--- config.mk ---
export PLATFORM = sky130hd
export DESIGN_NAME = kr580_intc_flat
export DESIGN_NICKNAME = d
export VERILOG_FILES = /design/src/rtl/kr580_pkg.sv /design/src/rtl/kr580_intc_if.sv /design/src/rtl/kr580_prio8.sv /design/src/rtl/kr580_intc.sv /design/src/flat_wrapper.sv
export SDC_FILE = /design/constraint.sdc
export NUM_CORES = 1
export LEC_CHECK = 0
export BUFFER_PORTS_ARGS = -buffer_cell sky130_fd_sc_hd__buf_4
export CORE_UTILIZATION = 51
export DETAILED_ROUTE_END_ITERATION = 7
export MAX_ROUTING_LAYER = met4
export PLACE_DENSITY = 0.81
export SETUP_SLACK_MARGIN = 0.2
export SYNTH_ARGS = -nofsm -noshare
export SYNTH_HDL_FRONTEND = slang
export SYNTH_HIERARCHICAL = 1
export SYNTH_SLANG_ARGS = --single-unit
--- constraint.sdc ---
create_clock -name clk -period 2.8 [get_ports clk]
set_clock_uncertainty 0.2 [all_clocks]
set_input_delay 0.28 -clock clk [delete_from_list [all_inputs] [get_ports clk]]
set_output_delay 0.28 -clock clk [all_outputs]
set_load 0.03 [all_outputs]
--- src/rtl/kr580_pkg.sv ---
// Shared definitions for the kr580 interrupt controller: register offsets, controller states
// and the channel-mask helper.
package kr580_pkg;

    localparam logic [1:0] INTC_IRR = 2'd0;
    localparam logic [1:0] INTC_IMR = 2'd1;
    localparam logic [1:0] INTC_ISR = 2'd2;
    localparam logic [1:0] INTC_VEC = 2'd3;

    localparam int unsigned VEC_VALID_BIT = 7;

    typedef enum logic [1:0] {
        IDLE    = 2'd0,
        REQ     = 2'd1,
        SERVICE = 2'd2
    } intc_state_e;

    // Bits [n-1:0] set; used to force unimplemented channels to read 0.
    function automatic logic [7:0] ch_mask(input int unsigned n);
        logic [7:0] m;
        m = '0;
        for (int unsigned i = 0; i < 8; i++) begin
            if (i < n) m[i] = 1'b1;
        end
        return m;
    endfunction

endpackage

--- src/rtl/kr580_intc_if.sv ---
// CPU port-bus view of the interrupt controller: register window plus the interrupt line.
interface kr580_intc_if;

    logic [7:0] pin_pa;
    logic [7:0] pin_po;
    logic       pin_pw;
    logic [7:0] pin_pi;
    logic       pin_intr;

    modport master (
        output pin_pa,
        output pin_po,
        output pin_pw,
        input  pin_pi,
        input  pin_intr
    );

    modport slave (
        input  pin_pa,
        input  pin_po,
        input  pin_pw,
        output pin_pi,
        output pin_intr
    );

endinterface

--- src/rtl/kr580_prio8.sv ---
// Combinational lowest-index priority encoder over 8 request bits.
module kr580_prio8 (
    input  logic [7:0] req,
    output logic       found,
    output logic [2:0] idx
);

    // Scan from the top so the lowest set index is the last one written.
    always_comb begin
        found = 1'b0;
        idx   = 3'd0;
        for (int i = 7; i >= 0; i--) begin
            if (req[i]) begin
                found = 1'b1;
                idx   = 3'(i);
            end
        end
    end

endmodule

--- src/rtl/kr580_intc.sv ---
// Interrupt controller for the kr580 port bus: synchronised edge/level requests, mask,
// fixed priority with nested in-service tracking, and a 4-register CPU window.
module kr580_intc
    import kr580_pkg::*;
#(
    parameter int unsigned CHANNELS    = 8,
    parameter logic [7:0]  PORT_BASE   = 8'h80,
    parameter logic [7:0]  EDGE_MASK   = 8'hFF,
    parameter int unsigned SYNC_STAGES = 2
) (
    input  logic                clk,
    input  logic                rst,
    input  logic [CHANNELS-1:0] irq,
    kr580_intc_if.slave         bus
);

    localparam logic [7:0] CH_MASK = ch_mask(CHANNELS);

    logic [7:0]                    irq_w;
    logic [SYNC_STAGES-1:0][7:0]   sync_q;
    logic [7:0]                    hist_q;
    logic [7:0]                    sync_lvl;
    logic [7:0]                    set_vec;

    logic [7:0] irr_q, irr_d;
    logic [7:0] imr_q, imr_d;
    logic [7:0] isr_q, isr_d;

    logic [7:0] offset;
    logic       in_win;
    logic       wr_irr, wr_imr, wr_isr, wr_vec;

    logic [7:0] eligible;
    logic       e_found, s_found, win_found;
    logic [2:0] e_idx, s_idx;
    logic       ack;

    intc_state_e state_q;
    logic        intr_q;

    always_comb begin
        irq_w                 = '0;
        irq_w[CHANNELS-1:0]   = irq;
    end

    always_ff @(posedge clk or posedge rst) begin
        if (rst) begin
            sync_q <= '0;
            hist_q <= '0;
        end else begin
            if (SYNC_STAGES > 1) begin
                sync_q <= {sync_q[SYNC_STAGES-2:0], irq_w};
            end else begin
                sync_q <= irq_w;
            end
            hist_q <= sync_q[SYNC_STAGES-1];
        end
    end

    assign sync_lvl = sync_q[SYNC_STAGES-1];
    assign set_vec  = ((EDGE_MASK & sync_lvl & ~hist_q) | (~EDGE_MASK & sync_lvl)) & CH_MASK;

    assign offset = bus.pin_pa - PORT_BASE;
    assign in_win = (offset[7:2] == 6'd0);

    always_comb begin
        wr_irr = 1'b0;
        wr_imr = 1'b0;
        wr_isr = 1'b0;
        wr_vec = 1'b0;
        if (bus.pin_pw && in_win) begin
            unique case (offset[1:0])
                INTC_IRR: wr_irr = 1'b1;
                INTC_IMR: wr_imr = 1'b1;
                INTC_ISR: wr_isr = 1'b1;
                INTC_VEC: wr_vec = 1'b1;
                default:  wr_irr = 1'b0;
            endcase
        end
    end

    assign eligible = irr_q & ~imr_q;

    kr580_prio8 u_prio_elig (
        .req   (eligible),
        .found (e_found),
        .idx   (e_idx)
    );

    kr580_prio8 u_prio_isr (
        .req   (isr_q),
        .found (s_found),
        .idx   (s_idx)
    );

    // Only a request strictly above the highest-priority in-service channel may interrupt.
    assign win_found = e_found && (!s_found || (e_idx < s_idx));
    assign ack       = wr_vec && win_found;

    always_comb begin
        irr_d = irr_q;
        if (wr_irr) irr_d = irr_d & ~bus.pin_po;
        if (ack)    irr_d[e_idx] = 1'b0;
        irr_d = (irr_d | set_vec) & CH_MASK;

        imr_d = imr_q;
        if (wr_imr) imr_d = bus.pin_po & CH_MASK;

        isr_d = isr_q;
        if (wr_isr && s_found) isr_d[s_idx] = 1'b0;
        if (ack)               isr_d[e_idx] = 1'b1;
        isr_d = isr_d & CH_MASK;
    end

    always_ff @(posedge clk or posedge rst) begin
        if (rst) begin
            irr_q <= '0;
            imr_q <= CH_MASK;
            isr_q <= '0;
        end else begin
            irr_q <= irr_d;
            imr_q <= imr_d;
            isr_q <= isr_d;
        end
    end

    // The acknowledged winner is consumed this edge, so the line drops with the ACK.
    always_ff @(posedge clk or posedge rst) begin
        if (rst) begin
            state_q <= IDLE;
            intr_q  <= 1'b0;
        end else begin
            intr_q <= win_found && !ack;
            unique case (state_q)
                IDLE: begin
                    if (win_found) state_q <= REQ;
                end
                REQ: begin
                    if (ack) begin
                        state_q <= SERVICE;
                    end else if (!win_found) begin
                        state_q <= s_found ? SERVICE : IDLE;
                    end
                end
                SERVICE: begin
                    if (isr_d == 8'd0) state_q <= win_found ? REQ : IDLE;
                end
                default: state_q <= IDLE;
            endcase
        end
    end

    assign bus.pin_intr = intr_q;

    always_comb begin
        bus.pin_pi = 8'hFF;
        if (in_win) begin
            unique case (offset[1:0])
                INTC_IRR: bus.pin_pi = irr_q;
                INTC_IMR: bus.pin_pi = imr_q;
                INTC_ISR: bus.pin_pi = isr_q;
                INTC_VEC: begin
                    bus.pin_pi = 8'h00;
                    if (win_found) begin
                        bus.pin_pi[VEC_VALID_BIT] = 1'b1;
                        bus.pin_pi[2:0]           = e_idx;
                    end
                end
                default:  bus.pin_pi = 8'hFF;
            endcase
        end
    end

endmodule
--- src/flat_wrapper.sv ---
// flat-port wrapper written by rule: the top's interface ports become plain ports
module kr580_intc_flat import kr580_pkg::*;
#(
    parameter int unsigned CHANNELS    = 8,
    parameter logic [7:0]  PORT_BASE   = 8'h80,
    parameter logic [7:0]  EDGE_MASK   = 8'hFF,
    parameter int unsigned SYNC_STAGES = 2
)
  (clk, rst, irq, bus_pin_pa, bus_pin_po, bus_pin_pw, bus_pin_pi, bus_pin_intr);
  kr580_intc_if bus_i ();
  input  logic clk;
  input  logic rst;
  input  logic [CHANNELS-1:0] irq;
  input wire logic [$bits(bus_i.pin_pa)-1:0] bus_pin_pa;
  input wire logic [$bits(bus_i.pin_po)-1:0] bus_pin_po;
  input wire logic [$bits(bus_i.pin_pw)-1:0] bus_pin_pw;
  output wire logic [$bits(bus_i.pin_pi)-1:0] bus_pin_pi;
  output wire logic [$bits(bus_i.pin_intr)-1:0] bus_pin_intr;
  assign bus_i.pin_pa = bus_pin_pa;
  assign bus_i.pin_po = bus_pin_po;
  assign bus_i.pin_pw = bus_pin_pw;
  assign bus_pin_pi = bus_i.pin_pi;
  assign bus_pin_intr = bus_i.pin_intr;
  kr580_intc #(.CHANNELS(CHANNELS), .PORT_BASE(PORT_BASE), .EDGE_MASK(EDGE_MASK), .SYNC_STAGES(SYNC_STAGES)) u_core (.clk(clk), .rst(rst), .irq(irq), .bus(bus_i));
endmodule
==> impl_table.tex, run 1 <==
\begin{tabular}{lr}
\hline
Metric & Value \\
\hline
\multicolumn{2}{l}{\textbf{Outcome}} \\
\quad Run status & complete, but fails checks \\
\quad Violated checks & negative hold slack, negative setup slack \\
\multicolumn{2}{l}{\textbf{Logic synthesis}} \\
\quad Synth Flop Type & dfrtp\_1 \\
\quad Async set-or-reset flop fraction in the synthesized netlist & 1.000 \\
\quad Number of warnings printed during yosys synthesis & 6 \\
\quad Average footprint of a synthesized cell & 11.21 um\^{}2 \\
\quad Proportion of synthesized chip area in sequential cells & 0.5106 \\
\quad Top cell type by total area after synthesis & dfrtp\_1 \\
\quad Post-Syn Instances & $\sim$220 \\
\quad Synthesized net count & roughly 250 \\
\quad Most frequent cell after synthesis & dfrtp\_1 \\
\quad Distinct cell type count after synthesis & 47 \\
\quad Top cells by area in the synthesized netlist & dfrtp\_1 (42\%), dfstp\_2 (8.7\%), mux2\_2 (3.7\%) \\
\quad Flip-flop and latch count after synthesis & between 40 and 50 \\
\quad Netlist area before placement & roughly 2400 um\^{}2 \\
\quad Count of flip-flops with a built-in enable after synthesis & 0 \\
\quad Commonest cells post-synth & dfrtp\_1 (41), inv\_1 (19), o21ai\_0 (16), nand2\_1 (14), nor2b\_1 (14) \\
\quad Fraction of synthesized cell area taken by the top area cell type & 0.4238 \\
\multicolumn{2}{l}{\textbf{Hold path}} \\
\quad Worst min-delay path category & in2async \\
\multicolumn{2}{l}{\textbf{GRT}} \\
\quad Residual overflow from global routing & 0 \\
\quad All-Layer GR Usage & 0.2876 \\
\quad Via count of the first global-routing pass & about 2100 \\
\quad Wire length of the first global-routing pass & 10390 um \\
\quad Largest net degree at the start of global routing & 50 \\
\quad Initial antenna violation count & 0 \\
\multicolumn{2}{l}{\textbf{Floorplanning}} \\
\quad Horizontal die dimension & between 70 and 80 um \\
\quad Core region area & around 4400 um\^{}2 \\
\quad Starting density of the core & 0.5448 \\
\quad \# rows & 24 \\
\quad Height of the chip & just over 70 um \\
\quad Number of top-level pins & 36 \\
\quad Die Outline Area & roughly 5000 um\^{}2 \\
\multicolumn{2}{l}{\textbf{Layout}} \\
\quad Number of nets in the finished design & $\sim$320 \\
\quad Fillers & approximately 310 \\
\quad Count of placed standard cells in the final layout, fillers left out & 340 \\
\quad Final standard cell area without fillers & 3282 um\^{}2 \\
\quad Ratio of cells with drive above 1 in the final layout & 0.4410 \\
\quad Antenna diode instance count & 0 \\
\quad Synthesis-to-finish area growth & 35.56\% \\
\multicolumn{2}{l}{\textbf{Critical path}} \\
\quad Master of the slowest instance on the critical path & dfstp\_2 \\
\quad Cell seen most often among critical-path stages & nor2b\_4 \\
\quad Worst-path maximum fanout & 4 \\
\quad Data arrival time of the critical path & roughly 2500 ps \\
\quad Worst setup slack for register-to-register paths & 40 ps \\
\quad Critical Path Max Stage Delay & $\sim$570 ps \\
\quad Worst EP required & 2320 ps \\
\quad Critical path class & reg2out \\
\quad Nature of the critical path startpoint & flop \\
\quad Category of the worst setup path capture point & output port \\
\quad Chain of cells forming the critical path & nor2b\_4 > nor4\_4 > buf\_4 > nor2b\_4 > ha\_4 > nor3b\_4 > o21ai\_4 > a21oi\_4 > a221o\_2 > buf\_6 \\
\multicolumn{2}{l}{\textbf{Timing}} \\
\quad Final setup slack of the worst path & -181.8 ps \\
\quad Fin. Hold Viols & 1 \\
\quad Tightest Pin Transition & 977.4 ps \\
\quad Setup-failing EPs final & 4 \\
\quad Total count of max-transition violations in the final report & 0 \\
\quad F\_max & approximately 340 MHz \\
\quad Fin crit share & 1.065 \\
\quad Final Hold Slack & -0.05518 ps \\
\quad Final critical delay including setup and external delays & $\sim$3000 ps \\
\quad Unrepaired setup endpoints after global routing & yes \\
\quad Setup TNS & -692.1 ps \\
\quad Worst rel slew slack & 0.3475 \\
\multicolumn{2}{l}{\textbf{Placed design}} \\
\quad DP Wirelength & around 4300 um \\
\quad Buffers on Ports & 35 \\
\quad Post-DP Area & 2841 um\^{}2 \\
\quad Number of placed instances, taps included & between 300 and 400 \\
\quad Weighted congestion at the end of routability-driven global placement & between 0.8 and 0.9 \\
\multicolumn{2}{l}{\textbf{Routing}} \\
\quad Number of nets with antenna violations after routing & 0 \\
\quad Number of remaining DRC errors & 0 \\
\quad Routed via count divided by cell count & a little under 6 \\
\quad WL final & 6590 um \\
\quad Routed vias & about 2000 \\
\quad Detailed-routing iteration count for the pre-antenna-repair pass & 4 \\
\quad Detailed router's first-iteration violation count & $\sim$130 \\
\quad Detail-routed net length per standard cell & roughly 19 um \\
\multicolumn{2}{l}{\textbf{Power}} \\
\quad Leakage & approximately 1.5 nW \\
\quad Worst vdd ir & 0.0003722 V \\
\quad Power density of the placed cells & slightly above 400 nW/um\^{}2 \\
\multicolumn{2}{l}{\textbf{CTS}} \\
\quad Buffer depth of the longest clock path & 2 \\
\quad Num CTS Buffers & 5 \\
\quad Clock tree from TritonCTS & built \\
\quad Source-to-sink clock delay at the later pin of the worst-skew pair & 300 ps \\
\quad Clock slew at the register clock pins of the worst setup and hold paths & about 90 ps \\
\quad Buffer cell driving the clock tree root & clkbuf\_8 \\
\quad CTS H-tree depth & 2 \\
\quad Num Clock Sinks & between 40 and 50 \\
\multicolumn{2}{l}{\textbf{Job}} \\
\quad Max-capacitance violation count & 0 \\
\hline
\end{tabular}
-- through the flow --
stage / worst slack (ps) / power (mW) / utilization
final: -181.8 / 1.348 / 0.7385
after global placement: 29.57 / 0.8947 / 0.6394
after detailed placement: -12.58 / 0.9001 / 0.6394
after floorplan: 202.6 / 0.8356 / -
after CTS: -88.36 / 1.349 / 0.7137
after global routing: -271.4 / 1.398 / 0.7385
-- final cells by class --
class	instances	area, um^2	share of cell area
Timing Repair Buffer	72	575.6	0.1754
Tap cell	52	65.06	0.01982
Sequential cell	49	1236	0.3767
Multi-Input combinational cell	140	1235	0.3763
Inverter	19	73.82	0.02249
Clock inverter	2	13.76	0.004194
Clock buffer	6	82.58	0.02516
-- layout by cell type, fill, tap and decap left out, types with 3 or more instances in the layout --
| cell type | count |
|---|---|
| inv_1 | 17 |
| mux2_2 | 8 |
| nand3_1 | 3 |
| clkbuf_8 | 6 |
| o31ai_1 | 5 |
| mux2i_1 | 8 |
| nor2_1 | 5 |
| nand3b_1 | 3 |
| o22ai_1 | 5 |
| nor2b_1 | 4 |
| dfstp_2 | 8 |
| o2111a_1 | 4 |
| dlygate4sd3_1 | 8 |
| a32o_1 | 3 |
| o21ai_0 | 10 |
| nor2b_2 | 6 |
| buf_6 | 4 |
| a221o_2 | 3 |
| nand2_1 | 13 |
| nor2b_4 | 4 |
| nand4b_1 | 3 |
| o21ai_1 | 4 |
| a21oi_1 | 3 |
| buf_4 | 60 |
| dfrtp_1 | 41 |
| o211ai_1 | 6 |
-- logic make-up after synthesis --
| logic type | after synthesis | share of synthesized area |
|---|---|---|
| AND/OR/NAND/NOR | 61 | 0.1700 |
| multiplexers | 16 | 0.07029 |
| buffers and inverters | 27 | 0.05478 |
| flip-flops | 49 | 0.5106 |
| AO/OA/AOI/OAI | 61 | 0.1840 |
| adder cells (fa/ha/maj) | 2 | 0.01033 |
-- worst max-delay path, delay by kind of cell (launching register included) --
kind	cells	cell delay [ps]
AND/OR/NAND/NOR	4	630
flip-flops	1	570
AO/OA/AOI/OAI	3	540
buffers and inverters	2	290
adder cells (fa/ha/maj)	1	160
-- metal layers --
layer	routed length [um]	GRT usage
met1	2867	0.3641
met2	3289	0.4573
met3	260	0.03989
met4	173	0.1422
met5	0	-
-- flip-flops by register name, indices dropped and copies added, names as in the netlist --
register and count:
u_core/hist_q 8, u_core/imr_q 8, u_core/irr_q 8, u_core/isr_q 8, u_core/sync_lvl 8, u_core/sync_q 8, u_core/bus.pin_intr 1
-- power by group --
group | switching (mW) | internal (mW)
Clock | 0.230 | 0.200
Combinational | 0.0896 | 0.0744
Sequential | 0.0159 | 0.738
Total | 0.336 | 1.01
-- worst paths after layout --
kind,from,end,cells after the start
max,u_core/imr_q[5]$_DFFE_PP1P_,bus_pin_pi[0],10
min,rst,u_core/sync_q[5]$_DFF_PP0_,2
max reg2reg,u_core/imr_q[5]$_DFFE_PP1P_,u_core/irr_q[5]$_DFF_PP0_,11
min reg2reg,u_core/sync_q[1]$_DFF_PP0_,u_core/sync_lvl[1]$_DFF_PP0_,0
max in group asynchronous,rst,u_core/bus.pin_intr$_DFF_PP0_,2
min in group clk,bus_pin_po[5],u_core/imr_q[5]$_DFFE_PP1P_,2
-- what timing repair did --
item	4_1_cts	5_1_grt
hold buffers	8	0
setup endpoints to repair	12	17
setup buffers	8	4
endpoints found under the hold margin	8	0
resized for setup	22	19
cloned	0	0
pin swaps	13	12
(Power assumes the default switching activity.)
==> run 2: changes to the inputs <==
CELL_PAD_IN_SITES_DETAIL_PLACEMENT = 0   (was default)
CELL_PAD_IN_SITES_GLOBAL_PLACEMENT = 2   (was default)
CORE_ASPECT_RATIO = 1.2   (was default)
CORE_UTILIZATION = 33   (was 51)
CTS_CLUSTER_DIAMETER = 30   (was default)
PLACE_DENSITY = 0.8   (was 0.81)
==> impl_table.tex, run 2 (synthesized netlist as in run 1, its figures left out) <==
\begin{tabular}{lr}
\hline
Metric & Value \\
\hline
\multicolumn{2}{l}{\textbf{CTS}} \\
\quad Clock slew at the register clock pins of the worst setup and hold paths & 90 ps (about the same) \\
\quad CTS H-tree depth & 2 (unchanged) \\
\quad Num CTS Buffers & 5 (unchanged) \\
\quad Buffer depth of the longest clock path & 2 (unchanged) \\
\quad Num Clock Sinks & 49 (unchanged) \\
\quad Source-to-sink clock delay at the later pin of the worst-skew pair & 300 ps (about the same) \\
\quad Buffer cell driving the clock tree root & clkbuf\_8 \\
\quad Clock tree from TritonCTS & built \\
\multicolumn{2}{l}{\textbf{Critical path}} \\
\quad Chain of cells forming the critical path & nor2b\_4 > nor4\_2 > buf\_4 > nor2b\_4 > ha\_4 > nor3b\_4 > o21ai\_2 > a21oi\_4 > a221o\_2 > buf\_6 \\
\quad Nature of the critical path startpoint & flop \\
\quad Worst-case reg-to-reg path depth & 10 (-1) \\
\quad Critical Path Max Stage Delay & 560 ps (about the same) \\
\quad Worst-path maximum fanout & 4 (unchanged) \\
\quad Master of the slowest instance on the critical path & dfstp\_2 \\
\quad Data arrival time of the critical path & 2460 ps (-40 ps) \\
\quad Category of the worst setup path capture point & output port \\
\quad Critical path class & reg2out \\
\quad Cell seen most often among critical-path stages & nor2b\_4 \\
\quad Worst EP required & 2320 ps (about the same) \\
\multicolumn{2}{l}{\textbf{Timing}} \\
\quad Fin. Hold Viols & 0 (-1) \\
\quad Final Hold Slack & 1.161 ps (+1.217 ps) \\
\quad F\_max & 340.3 MHz (+1.5\%) \\
\quad Unrepaired setup endpoints after global routing & yes \\
\quad Setup-failing EPs final & 4 (unchanged) \\
\quad Total count of max-transition violations in the final report & 0 (unchanged) \\
\quad Final critical delay including setup and external delays & 2939 ps (-43.00 ps) \\
\quad Final setup slack of the worst path & -138.8 ps (+43.00 ps) \\
\quad Fin crit share & 1.050 (-0.01536) \\
\quad Tightest Pin Transition & 944.7 ps (-32.67 ps) \\
\quad Worst rel slew slack & 0.3693 (+0.02181) \\
\multicolumn{2}{l}{\textbf{Layout}} \\
\quad Fillers & 650 (+110\%) \\
\quad Number of nets in the finished design & 314 (-0.63\%) \\
\quad Most common cell after layout, fill and taps aside & buf\_4 \\
\quad Storage element area & 1236 um\^{}2 (unchanged) \\
\quad Synthesis-to-finish area growth & 36.95\% \\
\quad Count of placed standard cells in the final layout, fillers left out & 373 (+9.7\%) \\
\quad Ratio of cells with drive above 1 in the final layout & 0.4301 (-0.01090) \\
\quad Area of combinational cells with multiple inputs & 1232 um\^{}2 (-0.20\%) \\
\quad Most used cells in the layout excluding fill and tap cells & buf\_4 (56), dfrtp\_1 (41), inv\_1 (18) \\
\quad Utilization after layout & 0.4752 (-0.2633) \\
\quad Antenna diode instance count & 0 (unchanged) \\
\multicolumn{2}{l}{\textbf{GRT}} \\
\quad Wire length of the first global-routing pass & 10100 um (-2.8\%) \\
\quad All-Layer GR Usage & 0.1817 (-0.1058) \\
\quad Met2 capacity usage during global routing & 0.3048 (-0.1524) \\
\quad GR peak layer & met2 \\
\quad Largest net degree at the start of global routing & 48 (-4.0\%) \\
\quad Met1 usage & 0.2238 (-0.1403) \\
\quad Initial antenna violation count & 0 (unchanged) \\
\quad Residual overflow from global routing & 0 (unchanged) \\
\quad Via count of the first global-routing pass & 1995 (-6.2\%) \\
\quad Met3 track demand over resource in global routing & 0.02749 (-0.01240) \\
\multicolumn{2}{l}{\textbf{Floorplanning}} \\
\quad Number of top-level pins & 36 (unchanged) \\
\quad Height of the chip & 95.83 um (+35\%) \\
\quad Starting density of the core & 0.3470 (-0.1978) \\
\quad Core region area & 6978 um\^{}2 (+57\%) \\
\quad \# rows & 33 (+38\%) \\
\quad Die Outline Area & 7685 um\^{}2 (+53\%) \\
\quad Horizontal die dimension & 80.19 um (+13\%) \\
\multicolumn{2}{l}{\textbf{Routing}} \\
\quad Routed vias & 1971 (-2.6\%) \\
\quad Number of nets with antenna violations after routing & 0 (unchanged) \\
\quad Detailed-routing iteration count for the pre-antenna-repair pass & 4 (unchanged) \\
\quad Detailed router's first-iteration violation count & 88 (-30\%) \\
\quad Routed via count divided by cell count & 5.284 (-11\%) \\
\quad Detail-routed net length per standard cell & 16.85 um (-13\%) \\
\quad WL final & 6284 um (-4.6\%) \\
\quad Number of remaining DRC errors & 0 (unchanged) \\
\multicolumn{2}{l}{\textbf{Hold path}} \\
\quad Worst min-delay path category & in2async \\
\multicolumn{2}{l}{\textbf{Placed design}} \\
\quad DP Wirelength & 4615 um (+6.1\%) \\
\quad Buffers on Ports & 35 (unchanged) \\
\quad Weighted congestion at the end of routability-driven global placement & 0.9023 (+1.1\%) \\
\quad Number of placed instances, taps included & 350 (+12\%) \\
\multicolumn{2}{l}{\textbf{Power}} \\
\quad Worst vdd ir & 0.0003029 V (-19\%) \\
\quad Leakage & 1.498 nW (+0.61\%) \\
\quad Power density of the placed cells & 411.0 nW/um\^{}2 (about the same) \\
\quad Overall power & 1.363 mW (+1.1\%) \\
\multicolumn{2}{l}{\textbf{Outcome}} \\
\quad Violated checks & negative setup slack \\
\quad Run status & complete, but fails checks \\
\multicolumn{2}{l}{\textbf{Job}} \\
\quad Max-capacitance violation count & 0 (unchanged) \\
\hline
\end{tabular}
[run 2: per-layer routing]
metal / part of all wire / vias up / wire length [um]
met4: 0.011 / 0 / 66
met2: 0.52 / 34 / 3244
met1: 0.45 / 993 / 2836
li1: - / 937 / -
met3: 0.022 / 7 / 137
met5: 0 / - / 0
[run 2: power by group]
group	internal (mW)	switching [mW]	leakage, nW	total [mW]
registers	0.738	0.0147	0.553	0.752
clock network	0.205	0.237	0.0518	0.442
logic	0.0789	0.0895	0.893	0.168
total	1.02	0.341	1.50	1.36
[run 2: worst max-delay path: cells and delay by family, from the launching register on]
family | cells | cell delay (ps)
AO/OA/AOI/OAI | 3 | 540
adder cells (fa/ha/maj) | 1 | 170
buffers and inverters | 2 | 300
flip-flops | 1 | 560
AND/OR/NAND/NOR | 4 | 590
[run 2: layout make-up]
cell class,instances,area share
sequential,49,0.3728
clock buffer,6,0.02491
tap,87,0.03283
clock inverter,2,0.005283
inverter,19,0.02151
timing repair buffer,70,0.1709
multi-input combinational,140,0.3717
[run 2: what timing repair did]
item	in CTS	in global routing
setup endpoints to repair	9	17
hold endpoints to repair	8	1
resized for setup	22	18
buffers inserted	5	1
hold buffers	8	1
pin swaps	13	7
[run 2: final timing paths]
kind | startpoint | to | slack [ps]
min in group clk | bus_pin_po[5] | u_core/imr_q[5]$_DFFE_PP1P_ | 20
hold reg to reg | u_core/sync_q[4]$_DFF_PP0_ | u_core/sync_lvl[4]$_DFF_PP0_ | 150
setup / recovery | u_core/imr_q[5]$_DFFE_PP1P_ | bus_pin_pi[2] | -140
setup reg to reg | u_core/imr_q[5]$_DFFE_PP1P_ | u_core/irr_q[1]$_DFF_PP0_ | 160
hold / removal | rst | u_core/hist_q[0]$_DFF_PP0_ | 1
max in group asynchronous | rst | u_core/imr_q[7]$_DFFE_PP1P_ | 1700
[run 2: per-stage QoR]
step	TNS [ps]	instance area [um^2]	setup slack [ps]
after global routing	-906.4	3316	-236.8
final	-519.8	3316	-138.8
after CTS	-422.9	3228	-110.2
after floorplan	0	2447	202.6
after detailed placement	-74.72	2908	-27.15
after global placement	0	2908	37.43
==> run 3: changes to the inputs <==
==> constraint.sdc (replaced) <==
create_clock -name clk -period 2.8 [get_ports clk]
set_clock_uncertainty 0.2 [all_clocks]
set_input_delay 0.28 -clock clk [delete_from_list [all_inputs] [get_ports clk]]
set_output_delay 0.28 -clock clk [all_outputs]
set_load 0.01 [all_outputs]
==> impl_table.tex, run 3 (synthesized netlist as in run 1, its figures left out) <==
\begin{tabular}{lr}
\hline
Metric & Value \\
\hline
\multicolumn{2}{l}{\textbf{Critical path}} \\
\quad Worst EP required & 2320 ps (about the same) \\
\quad Nature of the critical path startpoint & flop \\
\quad Worst-case reg-to-reg path depth & 15 (+5) \\
\quad FF-to-FF End & u\_core/bus.pin\_intr\$\_DFF\_PP0\_ \\
\quad Data arrival time of the critical path & 2500 ps (+40 ps) \\
\quad Launch instance of the worst register-to-register path & u\_core/imr\_q[0]\$\_DFFE\_PP1P\_ \\
\quad Termination of the worst setup path & bus\_pin\_pi[2] \\
\quad Worst-path maximum fanout & 3 (-1) \\
\quad Critical path class & reg2out \\
\quad Worst setup slack for register-to-register paths & -120 ps (-280 ps) \\
\quad Critical path launch point & u\_core/imr\_q[5]\$\_DFFE\_PP1P\_ \\
\quad Category of the worst setup path capture point & output port \\
\multicolumn{2}{l}{\textbf{Floorplanning}} \\
\quad Core region area & 6978 um\^{}2 (unchanged) \\
\quad Starting density of the core & 0.3470 (unchanged) \\
\quad \# rows & 33 (unchanged) \\
\quad Horizontal die dimension & 80.19 um (unchanged) \\
\quad Die Outline Area & 7685 um\^{}2 (unchanged) \\
\quad Number of top-level pins & 36 (unchanged) \\
\quad Height of the chip & 95.83 um (unchanged) \\
\multicolumn{2}{l}{\textbf{CTS}} \\
\quad Buffer depth of the longest clock path & 2 (unchanged) \\
\quad Num Clock Sinks & 49 (unchanged) \\
\quad Num CTS Buffers & 5 (unchanged) \\
\quad CTS H-tree depth & 2 (unchanged) \\
\quad Clock tree from TritonCTS & built \\
\quad Source-to-sink clock delay at the later pin of the worst-skew pair & 300 ps (about the same) \\
\quad Clock slew at the register clock pins of the worst setup and hold paths & 90 ps (about the same) \\
\quad Buffer cell driving the clock tree root & clkbuf\_8 \\
\multicolumn{2}{l}{\textbf{Layout}} \\
\quad Number of nets in the finished design & 332 (+5.7\%) \\
\quad Fillers & 659 (+1.4\%) \\
\quad Count of placed standard cells in the final layout, fillers left out & 391 (+4.8\%) \\
\quad Synthesis-to-finish area growth & 43.93\% \\
\quad Area of combinational cells with multiple inputs & 1227 um\^{}2 (-0.41\%) \\
\quad Antenna diode instance count & 0 (unchanged) \\
\quad Utilization after layout & 0.4994 (+0.02421) \\
\quad Ratio of cells with drive above 1 in the final layout & 0.4605 (+0.03046) \\
\quad Most common cell after layout, fill and taps aside & buf\_4 \\
\quad Most used cells in the layout excluding fill and tap cells & buf\_4 (69), dfrtp\_1 (41), inv\_1 (17) \\
\quad Storage element area & 1236 um\^{}2 (unchanged) \\
\multicolumn{2}{l}{\textbf{GRT}} \\
\quad Met1 usage & 0.2202 (-0.003539) \\
\quad Residual overflow from global routing & 0 (unchanged) \\
\quad Wire length of the first global-routing pass & 10090 um (-0.14\%) \\
\quad Met2 capacity usage during global routing & 0.3098 (+0.004986) \\
\quad Via count of the first global-routing pass & 1955 (-2.0\%) \\
\quad Largest net degree at the start of global routing & 50 (+4.2\%) \\
\quad GR peak layer & met2 \\
\quad All-Layer GR Usage & 0.1830 (+0.001233) \\
\quad Met3 track demand over resource in global routing & 0.02938 (+0.001896) \\
\quad Initial antenna violation count & 0 (unchanged) \\
\multicolumn{2}{l}{\textbf{Power}} \\
\quad Logic gate share of total power & 0.132 (+0.008) \\
\quad Power density of the placed cells & 422.5 nW/um\^{}2 (+2.8\%) \\
\quad Overall power & 1.472 mW (+8.0\%) \\
\quad Worst vdd ir & 0.0002671 V (-12\%) \\
\quad Switching share of power & 0.2316 (-0.01860) \\
\quad Net load switching power & 0.3410 mW (about the same) \\
\quad Leakage & 1.577 nW (+5.3\%) \\
\quad Share of total power in sequential cells & 0.511 (-0.041) \\
\quad Cell internal pwr & 1.131 mW (+11\%) \\
\quad Clk network pwr share & 0.357 (+0.033) \\
\multicolumn{2}{l}{\textbf{Timing}} \\
\quad Final critical delay including setup and external delays & 2978 ps (+39.08 ps) \\
\quad Unrepaired setup endpoints after global routing & yes \\
\quad Fin crit share & 1.064 (+0.01396) \\
\quad Total count of max-transition violations in the final report & 0 (unchanged) \\
\quad Setup-failing EPs final & 5 (+1) \\
\quad Tightest Pin Transition & 600.5 ps (-344.2 ps) \\
\quad Fin. Hold Viols & 0 (unchanged) \\
\quad Setup TNS & -726.8 ps (-207.0 ps) \\
\quad Final setup slack of the worst path & -177.9 ps (-39.08 ps) \\
\quad Worst rel slew slack & 0.5997 (+0.2304) \\
\quad F\_max & 335.8 MHz (-1.3\%) \\
\multicolumn{2}{l}{\textbf{Placed design}} \\
\quad Number of placed instances, taps included & 360 (+2.9\%) \\
\quad Worst slack at placement & 31.63 ps (+58.79 ps) \\
\quad DP Wirelength & 4663 um (+1.0\%) \\
\quad Buffers on Ports & 35 (unchanged) \\
\quad Weighted congestion at the end of routability-driven global placement & 0.9205 (+2.0\%) \\
\multicolumn{2}{l}{\textbf{Routing}} \\
\quad Routed via count divided by cell count & 5.159 (-2.4\%) \\
\quad WL final & 6501 um (+3.5\%) \\
\quad Number of nets with antenna violations after routing & 0 (unchanged) \\
\quad Routed vias & 2017 (+2.3\%) \\
\quad Detailed router's first-iteration violation count & 99 (+13\%) \\
\quad Detailed-routing iteration count for the pre-antenna-repair pass & 4 (unchanged) \\
\quad Detail-routed net length per standard cell & 16.63 um (-1.3\%) \\
\quad Number of remaining DRC errors & 0 (unchanged) \\
\multicolumn{2}{l}{\textbf{Outcome}} \\
\quad Run status & complete, but fails checks \\
\quad Violated checks & negative setup slack \\
\multicolumn{2}{l}{\textbf{Hold path}} \\
\quad Worst min-delay path category & in2reg \\
\multicolumn{2}{l}{\textbf{Job}} \\
\quad Max-capacitance violation count & 0 (unchanged) \\
\hline
\end{tabular}
-- run 3: changes by cell type in the layout (fill, tap and decap cells not counted), sizes merged --
cell	delta
bufinv	+1
clkinvlp	+1
buf	+18
clkinv	-1
inv	-1
-- run 3: through the flow --
| step | cell area [um^2] | hold slack, ps |
|---|---|---|
| after global placement | 2964 | 133.1 |
| final | 3485 | 20.75 |
| after floorplan | 2429 | 111.4 |
| after CTS | 3289 | 9.737 |
| after global routing | 3485 | 7.517 |
| after detailed placement | 2964 | 136.2 |
-- run 3: critical path: stages (launching register included) --
cell,delay (ps)
dfstp_2,560
nor2b_4,50
nor4_2,270
buf_4,170
buf_4,90
nand2_1,110
nor3b_4,200
o21ai_4,60
a21oi_2,80
buf_4,130
a221o_1,340
buf_6,130
-- run 3: area by class of cell --
cell class                 instances  area share
clock inverter                     2     0.01077
timing repair buffer              88      0.2068
tap                               87     0.03124
clock buffer                       6     0.02370
sequential                        49      0.3548
multi-input combinational        140      0.3522
inverter                          19     0.02047
-- run 3: power groups by stage --
stage / clock (mW) / combinational, mW / sequential [mW]
floorplan: 0 / 0.0699 / 0.761
global placement: 0 / 0.142 / 0.762
detailed placement: 0 / 0.144 / 0.764
CTS: 0.547 / 0.169 / 0.751
global route: 0.573 / 0.211 / 0.755
finish: 0.525 / 0.195 / 0.752
-- run 3: how the worst min path moves through the flow --
| stage | from | end | slack, ps | cells after the start |
|---|---|---|---|---|
| CTS | bus_pin_po[6] | u_core/imr_q[6]$_DFFE_PP1P_ | 10 | 2 |
| floorplan | irq[0] | u_core/sync_q[0]$_DFF_PP0_ | 110 | 0 |
| finish | bus_pin_po[6] | u_core/imr_q[6]$_DFFE_PP1P_ | 20 | 2 |
| detailed placement | u_core/sync_q[0]$_DFF_PP0_ | u_core/sync_lvl[0]$_DFF_PP0_ | 140 | 0 |
| global route | bus_pin_po[5] | u_core/imr_q[5]$_DFFE_PP1P_ | 8 | 2 |
| global placement | u_core/sync_q[1]$_DFF_PP0_ | u_core/sync_lvl[1]$_DFF_PP0_ | 130 | 0 |
-- run 3: timing repair --
item	in CTS	in global routing
resized for setup	15	38
hold buffers	9	0
endpoints found under the setup margin	11	18
buffers inserted	8	6
cloned	0	0
endpoints found under the hold margin	49	0
pin swaps	9	10
-- run 3: layer usage --
layer | routed length, um | part of all wire
met1 | 2708 | 0.42
met2 | 3467 | 0.53
met3 | 173 | 0.027
met4 | 152 | 0.023
met5 | 0 | 0
